### config.mk
export PLATFORM = sky130hd
export DESIGN_NAME = memory_interface
export DESIGN_NICKNAME = d
export VERILOG_FILES = /design/src/rtl/memory_interface.sv
export SDC_FILE = /design/constraint.sdc
export NUM_CORES = 1
export LEC_CHECK = 0
export BUFFER_PORTS_ARGS = -buffer_cell sky130_fd_sc_hd__buf_2
export CAP_MARGIN = 5
export CORE_MARGIN = 2
export CORE_UTILIZATION = 50
export DETAILED_ROUTE_END_ITERATION = 6
export PLACE_DENSITY = 0.81
export SLEW_MARGIN = 15
export SYNTH_ARGS = -nofsm -noshare
export SYNTH_HDL_FRONTEND = slang
export SYNTH_SLANG_ARGS = --single-unit
### constraint.sdc
create_clock -name clk -period 11.3 [get_ports clk]
set_input_delay 2.26 -clock clk [delete_from_list [all_inputs] [get_ports clk]]
set_output_delay 2.26 -clock clk [all_outputs]
set_load 0.01 [all_outputs]
### src/rtl/memory_interface.sv
// memory_interface
//   Bridges a single-outstanding core memory request onto a simple
//   request/ack external bus. Each accepted request becomes exactly one
//   bus transaction. That transaction ends on bus_ack or after
//   TIMEOUT_CYCLES wait cycles, and is followed by a one-cycle
//   completion pulse to the core.
//
// Parameters
//   TIMEOUT_CYCLES      bus wait cycles before a request is abandoned (1..65535)
//
// Ports
//   clk                 rising-edge clock
//   reset               asynchronous active-high reset
//   memory_enable       core request strobe, sampled only while memory_ready=1
//   memory_command      0 read, 1 write
//   memory_address      byte address
//   memory_write_data   lane-aligned store data
//   memory_write_strobe byte-lane enables for writes
//   memory_ready        block can accept a request this cycle
//   memory_valid        one-cycle completion pulse
//   memory_read_data    last successful read result
//   memory_fault        completion was an access fault (qualified by memory_valid)
//   bus_request         external transaction pending
//   bus_write           transaction is a write
//   bus_address         word-aligned address
//   bus_write_data      write data
//   bus_strobe          byte enables (all ones for reads)
//   bus_ack             transaction complete
//   bus_error           transaction failed (qualified by bus_ack)
//   bus_read_data       read data (qualified by bus_ack on a read)
module memory_interface #(
    parameter int unsigned TIMEOUT_CYCLES = 255
) (
    input  logic        clk,
    input  logic        reset,
    input  logic        memory_enable,
    input  logic        memory_command,
    input  logic [31:0] memory_address,
    input  logic [31:0] memory_write_data,
    input  logic [3:0]  memory_write_strobe,
    output logic        memory_ready,
    output logic        memory_valid,
    output logic [31:0] memory_read_data,
    output logic        memory_fault,
    output logic        bus_request,
    output logic        bus_write,
    output logic [31:0] bus_address,
    output logic [31:0] bus_write_data,
    output logic [3:0]  bus_strobe,
    input  logic        bus_ack,
    input  logic        bus_error,
    input  logic [31:0] bus_read_data
);

    typedef enum logic [1:0] {
        IDLE    = 2'd0,
        REQUEST = 2'd1,
        DONE    = 2'd2
    } state_t;

    // Last value the wait counter reaches before the request is abandoned.
    localparam logic [15:0] TIMEOUT_LAST = 16'(TIMEOUT_CYCLES - 1);

    state_t      state_q, state_d;
    logic        cmd_q,   cmd_d;
    logic [31:0] addr_q,  addr_d;
    logic [31:0] wdata_q, wdata_d;
    logic [3:0]  strb_q,  strb_d;
    logic [15:0] cnt_q,   cnt_d;
    logic        fault_q, fault_d;
    logic [31:0] rdata_q, rdata_d;

    always_ff @(posedge clk or posedge reset) begin
        if (reset) begin
            state_q <= IDLE;
            cmd_q   <= 1'b0;
            addr_q  <= '0;
            wdata_q <= '0;
            strb_q  <= '0;
            cnt_q   <= '0;
            fault_q <= 1'b0;
            rdata_q <= '0;
        end else begin
            state_q <= state_d;
            cmd_q   <= cmd_d;
            addr_q  <= addr_d;
            wdata_q <= wdata_d;
            strb_q  <= strb_d;
            cnt_q   <= cnt_d;
            fault_q <= fault_d;
            rdata_q <= rdata_d;
        end
    end

    always_comb begin
        state_d = state_q;
        cmd_d   = cmd_q;
        addr_d  = addr_q;
        wdata_d = wdata_q;
        strb_d  = strb_q;
        cnt_d   = cnt_q;
        fault_d = fault_q;
        rdata_d = rdata_q;

        unique case (state_q)
            IDLE: begin
                if (memory_enable) begin
                    cmd_d   = memory_command;
                    addr_d  = {memory_address[31:2], 2'b00};
                    wdata_d = memory_write_data;
                    // Reads always fetch the whole word.
                    strb_d  = memory_command ? memory_write_strobe : 4'b1111;
                    cnt_d   = '0;
                    state_d = REQUEST;
                end
            end
            REQUEST: begin
                // Ack is checked first so an ack on the last wait cycle
                // completes normally instead of timing out.
                if (bus_ack) begin
                    fault_d = bus_error;
                    if (!cmd_q && !bus_error) begin
                        rdata_d = bus_read_data;
                    end
                    state_d = DONE;
                end else if (cnt_q == TIMEOUT_LAST) begin
                    fault_d = 1'b1;
                    state_d = DONE;
                end else begin
                    cnt_d = cnt_q + 16'd1;
                end
            end
            DONE: begin
                state_d = IDLE;
            end
            default: begin
                state_d = IDLE;
            end
        endcase
    end

    // Handshake outputs are decoded from state alone so that an
    // asynchronous reset removes bus_request without waiting for an edge.
    assign memory_ready     = (state_q == IDLE);
    assign bus_request      = (state_q == REQUEST);
    assign memory_valid     = (state_q == DONE);
    assign memory_fault     = (state_q == DONE) && fault_q;
    assign memory_read_data = rdata_q;
    assign bus_write        = cmd_q;
    assign bus_address      = addr_q;
    assign bus_write_data   = wdata_q;
    assign bus_strobe       = strb_q;

endmodule
After elaboration in Yosys (flattened, before gate mapping) --
Cells that the tools add are included.
Storage, ports and cells: bits in registers 118, bits in latches 0, RAM bits 0, bits in read-only memories 0, logic and storage cells 39, memories 0
Cells by class: add/sub/neg operators 1, multipliers 0, divide/modulo/power cells 0, magnitude comparators 0, equality and inequality tests 7, shift-type cells 0, muxes and demuxes 11, bitwise gates (word level) 0, reduce and logical (&&, ||, !) cells 12
Operators with widths (count):
- 16-bit two-way mux | 3
- 16-bit one-hot mux with 2 select lines | 1
- 16-bit by 1-bit adder with 16-bit output (second input constant) | 1
- 16-bit by 8-bit == test with 1-bit output (second input constant) | 1
- 2-bit two-way mux | 3
- 2-bit != test (second input constant) | 3
- 2-bit AND reduction | 3
- 4-bit two-way mux | 1
- 2-bit one-hot mux with 2 select lines | 1
- 4-bit AND reduction | 1
- 2-bit nonzero test | 2
- 3-bit by 1-bit != test with 1-bit output (second input constant) | 1
- 3-bit AND reduction | 1
- 2-bit by 1-bit == test with 1-bit output (second input constant) | 1
- 2-bit == test (second input constant) | 1
- 1-bit logical AND | 2
- 1-bit logical NOT | 2
- 2-bit logical NOT | 1
- 1-bit two-way mux | 2

Depth between registers and ports, before layout --
depth in word-level cells 4, depth in mapped cells 7

Worst setup path after synthesis --
Ideal clock, no wire load.
path type input to register, from in bus_error, to reg rdata_q[20] (netlist: memory_read_data[20]), library setup time 125 ps, arrival 3120 ps, slack 8055 ps, stages 4, path buffers 1, cell sequence nand3b_1 nor2_2 buf_4 mux2_2
On the way: cells in the longest elaborated chain, start to end 3
Ends and longest elaborated chain:
- start, declared | line 51 | input logic bus_error,
- 1-bit logical NOT | line 122 | if (!cmd_q && !bus_error) begin
- 1-bit logical AND | line 122
- 3-bit AND reduction (no source line)
- end signal, assigned | line 91 | rdata_q <= rdata_d;
- end, declared | line 71 | logic [31:0] rdata_q, rdata_d;
Every way passes these cells. A chain may end at the register's enable or synchronous reset.

Final worst setup path --
from reg state_q[1], to out bus_request
On the way: cells in the longest elaborated chain, start to end 1
Ends and longest elaborated chain:
- start, declared | line 64 | state_t state_q, state_d;
- start signal, assigned | line 84 | state_q <= state_d;
- 2-bit by 1-bit == test with 1-bit output | line 145 | assign bus_request = (state_q == REQUEST);
- end, declared | line 45 | output logic bus_request,
Every way passes these cells.

==> summary.md <==
| Metric | Value |
|---|---|
| Worst setup SP type | `flop` |
| Outcome | `complete, no violations` |
| M1 WL | `4660 µm` |
| Ordered list of cells on the worst path | `nand2b_1 > inv_2 > buf_2` |
| Worst slack, placed | `7.63 ns` |
| Total gr overflow | `0` |
| Final Critical Period | `4.16 ns` |
| Yosys reg bits | `118` |
| Finished Core Util | `69.8%` |
| Crit-path max cell delay | `0.42 ns` |
| Layout area overhead | `34.3%` |
| Die area | `10500 µm²` |
| Gpl congestion | `0.822` |
| FMAX | `0.240 GHz` |
| Area contributors post-synth | `dfrtp_1 61%, nand2_1 15%, mux2_2 7.2%` |
| Most frequent cells in the layout | `206 x buf_2, 195 x nand2_1, 118 x dfrtp_1` |
| Clock Latency Late Sink | `0.50 ns` |
| Slew margin rel. | `51.1%` |
| Critical path type | `flop to primary output` |
| CP endpoint kind | `primary output` |
| Worst Hold Class | `flop to flop` |
| WP data required | `9.04 ns` |
| Endpoint, Worst Hold | `bus_address[19]` |
| Top sig layer | `met4` |
| Area post-placement | `5940 µm²` |
| Leak pwr | `3.48 nW` |
| Post-synth top area cell | `dfrtp_1` |
| Post-synth top area share | `61.0%` |
| CTS tree | `yes` |
| Largest net degree at the start of global routing | `72` |
| Sink Count | `118` |
| Initial DRC Count | `172` |
| Final #Nets | `785` |
| # IOs | `211` |
| Initial Util | `51.9%` |
| GRT Total Usage | `22.7%` |
| Routed len/inst | `14.1 µm` |
| Flop-to-flop setup slack | `8.94 ns` |
| WHS Path Cells | `2` |
| Drt first pass iters | `6` |
| Initial antenna violation count | `0` |
| IO buf count | `206` |
| Ys flop type | `dfrtp_1` |
| Family with the most delay on the worst path | `buffers and inverters` |
| Post-cts sizing count | `0` |
| PD cells | `262 nW/µm²` |
| Hold Path Origin | `bus_address[19]` |
| Maximum vdd ir drop | `0.124 mV` |
| CTS buffer count | `17` |
| DRC Markers | `0` |
| Dpl hpwl | `8220 µm` |
| Arr. time, crit path | `1.90 ns` |
| Vias/cell | `4.96` |
| CORE AREA | `9330 µm²` |
| Routed WL | `11600 µm` |
| Synth unique cells | `43` |
| Worst R2R End | `memory_read_data[9]` |
| Worst reg2reg path depth | `6` |
| Clk_skew | `0.00518 ns` |
| Max-cap viol count | `0` |
| WL met3 | `860 µm` |
| Vias in the first global route | `3904` |
| Deepest clock path buffer count | `2` |
| Die H | `102 µm` |
| Clk Tree Root Cell | `clkbuf_8` |
| Final setup viols | `0` |
| RSZ-0062 raised after global routing | `no` |
| Post-Syn Area | `4840 µm²` |
| Htree depth | `4` |
| Post-DRT Antenna Nets | `0` |
| Cells after synthesis | `472` |
| Post-CTS Hold Buffers | `0` |
| Worst-margin pin slew | `0.734 ns` |
| Final worst path period share | `36.9%` |
| Antenna diodes | `0` |
| Die W | `102 µm` |
| Site Rows | `35` |
| Design area | `6510 µm²` |
| Fraction of layout cells with a size suffix above 1 | `41.3%` |
| Most common cell after layout, fill and taps aside | `buf_2` |
| Fin. Hold Viols | `0` |
| Fin worst setup slack | `7.14 ns` |
| Max stage delay cell, worst path | `inv_2` |
| CTS clock-pin slew for the worst setup and hold paths | `0.06 ns` |
| Post-synth EDFFs | `0` |
| Ys async rst share | `100%` |
| Count of final max-slew check failures | `0` |
| Synth warnings | `0` |
| Syn avg cell area | `10.3 µm²` |
| Post-synthesis sequential area ratio | `61.0%` |
| Setup repair bufs after CTS | `0` |
| Total power draw | `0.00170 W` |
| Max Fanout on Critical Path | `24` |
| Setup TNS | `0 ns` |
| First-pass GRT wire length | `18200 µm` |
| CP Buf/Inv Count | `2` |
| Vias | `4064` |
| Metal2 WL | `5760 µm` |
| Start of the worst register-to-register path | `state_q[1]` |
flip-flops by register name, indices dropped and copies added (netlist names):
register / cells
bus_write_data: 32
memory_read_data: 32
bus_address: 30
cnt_q: 16
bus_strobe: 4
state_q: 2
bus_write: 1
fault_q: 1
worst min-delay path, stage by stage, from the launching register on:
cell and delay, ns:
dfrtp_1 0.34, nand2_1 0.05, nand2_1 0.05
layout make-up:
cell class	instances	area (µm²)
repair buffers	210	1060
clock inverters	13	133
well taps	129	161
flip-flops and latches	118	2950
fillers	708	2820
inverters	11	43.8
clock buffers	19	432
multi-input cells	319	1720
worst max path at each step:
stage	cells after the start	end	slack, ns	from
global route	3	bus_request	6.98	state_q[1]
global placement	3	bus_write_data[3]	7.64	reset
finish	3	bus_request	7.14	state_q[1]
CTS	3	bus_request	7.12	state_q[1]
detailed placement	3	bus_write_data[3]	7.63	reset
floorplan	1	bus_address[10]	5.91	reset
power breakdown:
part | internal, W | total (W) | switching, W
sequential | 0.000590 | 0.000686 | 0.0000955
clock | 0.000317 | 0.000501 | 0.000184
combinational | 0.000226 | 0.000518 | 0.000292
total | 0.00113 | 0.00170 | 0.000571
cells by family (layout without fill, tap and decap cells):
group,after synthesis,after routing,share of synthesized area (%)
simple gates,239,239,20.5
flops,118,118,61.0
compound gates,43,43,6.69
buf+inv,36,253,3.62
mux,33,33,7.65
fa+ha+maj,2,2,0.517
other cells,1,2,0.0774
Yosys cell counts (all sizes together), types with 2 or more instances:
library cell and number:
nor4 3, and2 2, nand3 5, a2bb2oi 2, a21o 2, buf 17, mux2 32, nand2 196
clkbuf 8, inv 11, o21a 4, a41oi 3, nand2b 3, nor2 13, dfrtp 118, a21oi 4
ha 2, o21ai 5, a31oi 19, nand4 5, nor3 6
metal layers:
metal,up-vias,GRT usage (%)
met5,-,0
met4,0,12.7
met3,23,5.81
met2,185,36.9
met1,1894,27.5
li1,1962,-
metrics by stage:
stage	hold WS [ns]	instances
finish	0.468	819
global route	0.487	819
CTS	0.471	819
detailed placement	0.457	787
global placement	0.453	787
floorplan	0.456	473
Note: power is estimated with default switching activity, not from simulation.
